[config.mk]
export PLATFORM = sky130hd
export DESIGN_NAME = pe_psum_collector
export DESIGN_NICKNAME = d
export VERILOG_FILES = /design/src/rtl/pe_pkg.sv /design/src/rtl/pe_sync_fifo.sv /design/src/rtl/pe_psum_collector.sv
export SDC_FILE = /design/constraint.sdc
export NUM_CORES = 1
export LEC_CHECK = 0
export BUFFER_PORTS_ARGS = -buffer_cell sky130_fd_sc_hd__buf_2
export CORE_MARGIN = 5
export CORE_UTILIZATION = 25
export DETAILED_ROUTE_END_ITERATION = 7
export REMOVE_ABC_BUFFERS = 1
export SKIP_CTS_REPAIR_TIMING = 1
export SYNTH_ARGS = -nofsm -noshare
export SYNTH_HDL_FRONTEND = slang
export SYNTH_SLANG_ARGS = --single-unit
[constraint.sdc]
create_clock -name clk -period 5.4 [get_ports clk]
set_input_delay 0 -clock clk [delete_from_list [all_inputs] [get_ports clk]]
set_output_delay 0 -clock clk [all_outputs]
set_load 0.01 [all_outputs]
[src/rtl/pe_pkg.sv]
// Shared constants and helpers for the PE partial-sum collector.
package pe_pkg;

  localparam int DATA_WIDTH_DEF   = 32;
  localparam int BUFFER_WIDTH_DEF = 2;

  localparam int          EXP_MSB      = 30;
  localparam int          EXP_LSB      = 23;
  localparam logic [7:0]  EXP_ALL_ONES = 8'hFF;

  // One extra bit so a full FIFO (count == depth) is representable.
  function automatic int occ_width(input int buffer_width);
    return buffer_width + 1;
  endfunction

endpackage

[src/rtl/pe_sync_fifo.sv]
// Single-clock FIFO with count-derived full/empty; head word reads as zero when empty.
module pe_sync_fifo
  import pe_pkg::*;
#(
  parameter int Width     = DATA_WIDTH_DEF + 1,
  parameter int AddrWidth = BUFFER_WIDTH_DEF,
  parameter int Depth     = 2 ** BUFFER_WIDTH_DEF
) (
  input  logic                              clk,
  input  logic                              rst,
  input  logic                              push_i,
  input  logic                              pop_i,
  input  logic [Width-1:0]                  data_i,
  output logic [Width-1:0]                  data_o,
  output logic                              full_o,
  output logic                              empty_o,
  output logic [occ_width(AddrWidth)-1:0]   count_o
);

  localparam int CW = occ_width(AddrWidth);

  logic [Width-1:0]     mem_q [Depth];
  logic [AddrWidth-1:0] wr_ptr_q, wr_ptr_d;
  logic [AddrWidth-1:0] rd_ptr_q, rd_ptr_d;
  logic [CW-1:0]        count_q, count_d;
  logic                 do_push, do_pop;

  assign full_o  = (count_q == CW'(Depth));
  assign empty_o = (count_q == '0);
  assign count_o = count_q;
  assign do_push = push_i && !full_o;
  assign do_pop  = pop_i && !empty_o;
  assign data_o  = empty_o ? '0 : mem_q[rd_ptr_q];

  always_comb begin
    wr_ptr_d = wr_ptr_q;
    rd_ptr_d = rd_ptr_q;
    count_d  = count_q;
    if (do_push) wr_ptr_d = wr_ptr_q + AddrWidth'(1);
    if (do_pop)  rd_ptr_d = rd_ptr_q + AddrWidth'(1);
    if (do_push && !do_pop)      count_d = count_q + CW'(1);
    else if (do_pop && !do_push) count_d = count_q - CW'(1);
  end

  always_ff @(posedge clk or posedge rst) begin
    if (rst) begin
      wr_ptr_q <= '0;
      rd_ptr_q <= '0;
      count_q  <= '0;
    end else begin
      wr_ptr_q <= wr_ptr_d;
      rd_ptr_q <= rd_ptr_d;
      count_q  <= count_d;
    end
  end

  // Storage is data only; validity is tracked by count, so it needs no reset.
  always_ff @(posedge clk) begin
    if (do_push) mem_q[wr_ptr_q] <= data_i;
  end

endmodule

[src/rtl/pe_psum_collector.sv]
// Buffers PE partial sums, tags last-of-tile and streams them out.
// Optional macro PSUM_NAN_CHECK_EN adds a sticky Inf/NaN flag (Psum_Err, Err_Clr).
module pe_psum_collector
  import pe_pkg::*;
#(
  parameter int DataWidth   = DATA_WIDTH_DEF,
  parameter int BufferWidth = BUFFER_WIDTH_DEF,
  parameter int BufferSize  = 2 ** BUFFER_WIDTH_DEF,
  parameter int TileLen     = 16
) (
  input  logic                                  clk,
  input  logic                                  rst,
  input  logic [DataWidth-1:0]                  Psum_DataIn,
  input  logic                                  Psum_DataInValid,
  output logic                                  Psum_DataInRdy,
  output logic [DataWidth-1:0]                  Res_DataOut,
  output logic                                  Res_DataOutValid,
  input  logic                                  Res_DataOutRdy,
  output logic                                  Res_Last,
  output logic [occ_width(BufferWidth)-1:0]     Occupancy,
  output logic                                  Tile_Done
`ifdef PSUM_NAN_CHECK_EN
  ,
  output logic                                  Psum_Err,
  input  logic                                  Err_Clr
`endif
);

  localparam int CntW = $clog2(TileLen + 1);
  localparam logic [CntW-1:0] LastCnt = CntW'(TileLen - 1);

  logic                 fifo_full, fifo_empty;
  logic [DataWidth:0]   head;
  logic                 push, pop, last_tag;
  logic [CntW-1:0]      tile_cnt_q, tile_cnt_d;
  logic                 tile_done_q;

  assign Psum_DataInRdy   = !fifo_full;
  assign Res_DataOutValid = !fifo_empty;
  assign Res_DataOut      = head[DataWidth-1:0];
  assign Res_Last         = head[DataWidth];
  assign Tile_Done        = tile_done_q;

  assign push     = Psum_DataInValid && Psum_DataInRdy;
  assign pop      = Res_DataOutValid && Res_DataOutRdy;
  assign last_tag = (tile_cnt_q == LastCnt);

  pe_sync_fifo #(
    .Width     (DataWidth + 1),
    .AddrWidth (BufferWidth),
    .Depth     (BufferSize)
  ) u_fifo (
    .clk     (clk),
    .rst     (rst),
    .push_i  (push),
    .pop_i   (pop),
    .data_i  ({last_tag, Psum_DataIn}),
    .data_o  (head),
    .full_o  (fifo_full),
    .empty_o (fifo_empty),
    .count_o (Occupancy)
  );

  always_comb begin
    tile_cnt_d = tile_cnt_q;
    if (push) tile_cnt_d = last_tag ? '0 : tile_cnt_q + CntW'(1);
  end

  always_ff @(posedge clk or posedge rst) begin
    if (rst) begin
      tile_cnt_q  <= '0;
      tile_done_q <= 1'b0;
    end else begin
      tile_cnt_q  <= tile_cnt_d;
      tile_done_q <= pop && Res_Last;
    end
  end

`ifdef PSUM_NAN_CHECK_EN
  logic err_q, err_d, bad_exp;

  assign bad_exp  = (Psum_DataIn[EXP_MSB:EXP_LSB] == EXP_ALL_ONES);
  assign Psum_Err = err_q;

  // A fresh Inf/NaN in the same cycle as a clear keeps the flag set.
  always_comb begin
    err_d = err_q;
    if (push && bad_exp) err_d = 1'b1;
    else if (Err_Clr)    err_d = 1'b0;
  end

  always_ff @(posedge clk or posedge rst) begin
    if (rst) err_q <= 1'b0;
    else     err_q <= err_d;
  end
`endif

endmodule

# Word level (Yosys, flattened, before mapping)
# Memory sizes are Yosys's and may differ from the RTL's.
# Index checks and enable logic that the tools add are counted.
# Widths: inputs -> output; s select.
# word_totals
elab_cells	32
regBits	13
in_bits	36
mem_bits_rw	132
mem_count	1
output_inout_bits	39
# mem_list
memory	words	width	rd	rd_ports_with_merged_regs	write_ports	line	rtl
u_fifo.mem_q	4	33	1	0	1	pe_sync_fifo.sv:22	logic [Width-1:0] mem_q [Depth];
# classes
n_addsub	5
n_eq_ne	2
n_mux	6
reduce_logical	13
# ops
operator	n
$mux 33	1
$logic_and 1x1->1	7
$mux 3	2
$add 5x1->5 const B	1
$eq 5x4->1 const B	1
$mux 5	1
$add 2x1->2 const B	2
$logic_not 1->1	4
$add 3x1->3 const B	1
$eq 3x3->1 const B	1
$logic_not 3->1	1
$sub 3x1->3 const B	1
$mux 1	2
$reduce_bool 2->1	1

# Logic depth before layout (Yosys ltp)
# logic_depth
depth_word	8
ltp_mapped	10
mapped_depth_nobuf	9

# Hierarchy
# From an unflattened synthesis, not the netlist that was laid out.
# unflattened
hier_cells	275
area_unflattened_um2	5793.1
# modules_own_cells
mod	seq_area_each_um2	cells_per_inst	area_per_inst_um2	instances
pe_sync_fifo	4139.0	246	5491.5	1
pe_psum_collector	150.1	29	301.5	1

# Worst setup path after synthesis
# Ideal clock, no wire load.
# synth_path
kind	register -> register
start	register u_fifo.count_q[0] (netlist: u_fifo.count_o[0])
end	register u_fifo.count_q[1] (netlist: u_fifo.count_o[1])
n_path_buf	1
slack_ns	3.252
synth_period_minus_slack_ns	2.148
t_required_ns	5.275
path_stages_with_launch	9
setup_ns	0.125
arrival_time_ns	2.024
path_cell_list	dfrtp_1 > or3b_1 > buf_6 > nand2_8 > inv_6 > ha_1 > inv_1 > fa_1 > mux2_2
# synth_via
word_cells_on_any_way	17
classes_between	add/sub: 2; eq/ne: 1; mux: 2; reduce/logical: 12
# synth_rtl
element	line	rtl
start: declaration	pe_sync_fifo.sv:25	logic [CW-1:0] count_q, count_d;
start signal: assignment	pe_sync_fifo.sv:53	count_q <= count_d;
$eq 3x3->1	pe_sync_fifo.sv:28	assign full_o = (count_q == CW'(Depth));
$logic_not 1->1	pe_psum_collector.sv:38	assign Psum_DataInRdy = !fifo_full;
named net Psum_DataInRdy	pe_psum_collector.sv:15	output logic Psum_DataInRdy,
$logic_and 1x1->1	pe_psum_collector.sv:44	assign push = Psum_DataInValid && Psum_DataInRdy;
named net push	pe_psum_collector.sv:34	logic push, pop, last_tag;
$logic_and 1x1->1	pe_sync_fifo.sv:31	assign do_push = push_i && !full_o;
$logic_and 1x1->1	pe_sync_fifo.sv:41	if (do_push && !do_pop) count_d = count_q + CW'(1);
$mux 3	pe_sync_fifo.sv:41	
named net u_fifo.count_d[1]	pe_sync_fifo.sv:25	
# The timed path passes the listed nets, and every way through them passes these cells. The select of a mux whose other input is x is not followed.
# A chain may end at the register's enable or synchronous reset.

# Worst setup path in the final report
# layout_path
start	register u_fifo.rd_ptr_q[0]
end	output port Res_Last
# layout_via
elab_chain_cells	2
# layout_rtl
element	line	rtl
start: declaration	pe_sync_fifo.sv:24	logic [AddrWidth-1:0] rd_ptr_q, rd_ptr_d;
start signal: assignment	pe_sync_fifo.sv:52	rd_ptr_q <= rd_ptr_d;
$mem_v2 4x33	--	
$mux 33	pe_sync_fifo.sv:33	assign data_o = empty_o ? '0 : mem_q[rd_ptr_q];
end: declaration	pe_psum_collector.sv:19	output logic Res_Last,
# Every way passes these cells.

==> qor.yml <==
status: "finished clean"
max-cap-violations: 0
syn_area_per_cell_um2: 21.2
final-max-slew-violation-count: 0
timing.fmax_mhz: 391
leakage_nw: 2.56
synth_edf_count: 132
netlist_area_mm2: 0.00571
numClockSinks: 145
antenna_found_initial: 1
cts_buffers: 17
die-area_mm2: 0.0260
gr-usage-all-layers: 0.0933
synth_cell_type_count: 30
fp.dieW_um: 161
gp_congestion: 0.669
worstSetupPathType: "reg2out"
peakVddDrop_mv: 0.345
syn2layout_area_growth_pct: 27.4
drt_iter0_drc: 145
cp_data_arrival_time_ns: 2.55
power.density_mw_per_mm2: 548
initial_utilization: 0.253
syn-instance-count: 269
grt_pass1_vias: 3103
wl_per_cell_um: 16.9
vias: 2835
fin_worst_skew_ns: 0.0121
cp-end-kind: "output port"
grt_overflow_total: 0
clkLatencyLatePin_ns: 0.42
drive_gt1_frac: 0.376
io_buffers: 74
core_mm2: 0.0226
yosysTopAreaCell: "edfxtp_1"
cp-start-kind: "flip-flop"
drtAntennaViolNets: 0
grt_max_degree: 37
worst_slew_pin_slew_ns: 0.979
r2r_start: "u_fifo.count_o[0]"
row_count: 55
synth_top_area_share: 0.694
ctsRootBufferMaster: "clkbuf_16"
crit_fanout: 20
reg2reg_depth: 7
cts_max_level: 4
drc: 0
dp_hpwl_mm: 6.89
synth_common_cells: "edfxtp_1, and2_1, mux4_2, dfrtp_1, ha_1"
synth-main-ff-cell: "edfxtp_1"
dp_slack_ns: 3.07
tns_ns: 0
yosysSeqAreaShare: 0.751
r2r_setup_slack_ns: 3.07
r2r-end: "u_fifo.count_o[1]"
hold_violations: 0
drtPass1Iterations: 5
synth_most_common_cell: "edfxtp_1"
cts_tree: "done"
setup_viol: 0
synthArstFlopShare: 0.0897
clkSlewWorstSetupHoldPaths_ns: 0.07
rsz0062_at_grt: "no"
fin_crit_sh: 0.473
routed_wl_mm: 11.6
diodes: 0
yosys_warnings: 0
max_slew_margin: 0.347
finalCriticalPeriod_ns: 2.55
clk_path_buf_depth: 2
worst_ep_required_time_ns: 5.40
grt_pass1_wl_mm: 18.1
via_per_inst: 4.14
ios: 75
synth_area_leaders: "edfxtp_1, mux4_2, dfrtp_1"
nNetsFinal: 429
die_h_um: 161
nFillCells: 2190
setup_ws_ns: 2.85
hp-class: "in2async"
ys_ff_latch: 145
-- registers in the layout, summed over array words and instances (netlist names) --
signal	cells
Tile_Done	1
tile_cnt_q	5
u_fifo.mem_q	132
u_fifo.rd_ptr_q	2
u_fifo.wr_ptr_q	2
u_fifo.count_o	3
-- worst max-delay path: stages (launching register included) --
cell     delay [ns]
dfrtp_2        0.71
buf_4          0.49
mux4_2         0.60
and2_1         0.18
buf_2          0.13
-- logic make-up after synthesis --
family | Yosys count | share of synthesized area
fa+ha+maj | 7 | 0.0166
buf+inv | 19 | 0.0206
mux | 36 | 0.137
flops | 145 | 0.751
xor+xnor | 7 | 0.0107
simple gates | 51 | 0.0587
compound gates | 4 | 0.00504
-- cells in the final DEF, fill, tap and decap left out, types with 3 or more instances in the layout --
cell and n:
ha_1 6, edfxtp_1 132, clkbuf_16 17, dfrtp_1 11, buf_2 74, xnor2_1 5
inv_6 6, mux4_2 33, nand3_1 3, and3_2 4, and2_1 33, clkinvlp_4 4
dlygate4sd3_1 35, inv_1 5
-- area by class of cell --
class	count	area, µm²	area share
Multi-Input combinational cell	105	1310	0.179
Clock buffer	18	429	0.0590
Sequential cell	145	4290	0.590
Timing Repair Buffer	111	736	0.101
Tap cell	285	357	0.0490
Inverter	6	27.5	0.00378
Clock inverter	14	130	0.0179
-- worst max-delay path by stage --
stage,endpoint,cells after the start,from
floorplan,Tile_Done,2,u_fifo.rd_ptr_q[0]
global placement,u_fifo.count_o[1],7,u_fifo.count_o[0]
detailed placement,u_fifo.count_o[1],7,u_fifo.count_o[0]
CTS,Res_Last,4,u_fifo.rd_ptr_q[0]
global route,Res_Last,4,u_fifo.rd_ptr_q[0]
finish,Res_Last,4,u_fifo.rd_ptr_q[0]
-- routing by layer --
metal / vias to the layer above / wire [µm] / GRT usage
met4: 2 / 140 / 0.0337
met3: 18 / 550 / 0.0360
met2: 68 / 5760 / 0.149
li1: 1306 / - / -
met1: 1441 / 5130 / 0.116
met5: - / 7 / 0
-- power breakdown --
group / internal [W] / switching (W) / total (W)
Clock: 0.000638 / 0.000461 / 0.00110
Sequential: 0.00150 / 0.000166 / 0.00167
Combinational: 0.000619 / 0.000602 / 0.00122
Total: 0.00276 / 0.00123 / 0.00399
-- metrics by stage --
stage | area, µm² | hold slack (ns) | utilization | std cells | power [W]
floorplan | 5620 | -0.123 | - | 256 | 0.00243
global placement | 6370 | 0.0571 | 0.282 | 617 | 0.00291
detailed placement | 6370 | 0.0638 | 0.282 | 617 | 0.00295
CTS | 6930 | -0.400 | 0.307 | 649 | 0.00406
global route | 7280 | 0.212 | 0.322 | 684 | 0.00423
finish | 7280 | 0.158 | 0.322 | 684 | 0.00399
No activity file was read; power rests on OpenSTA's default activity.
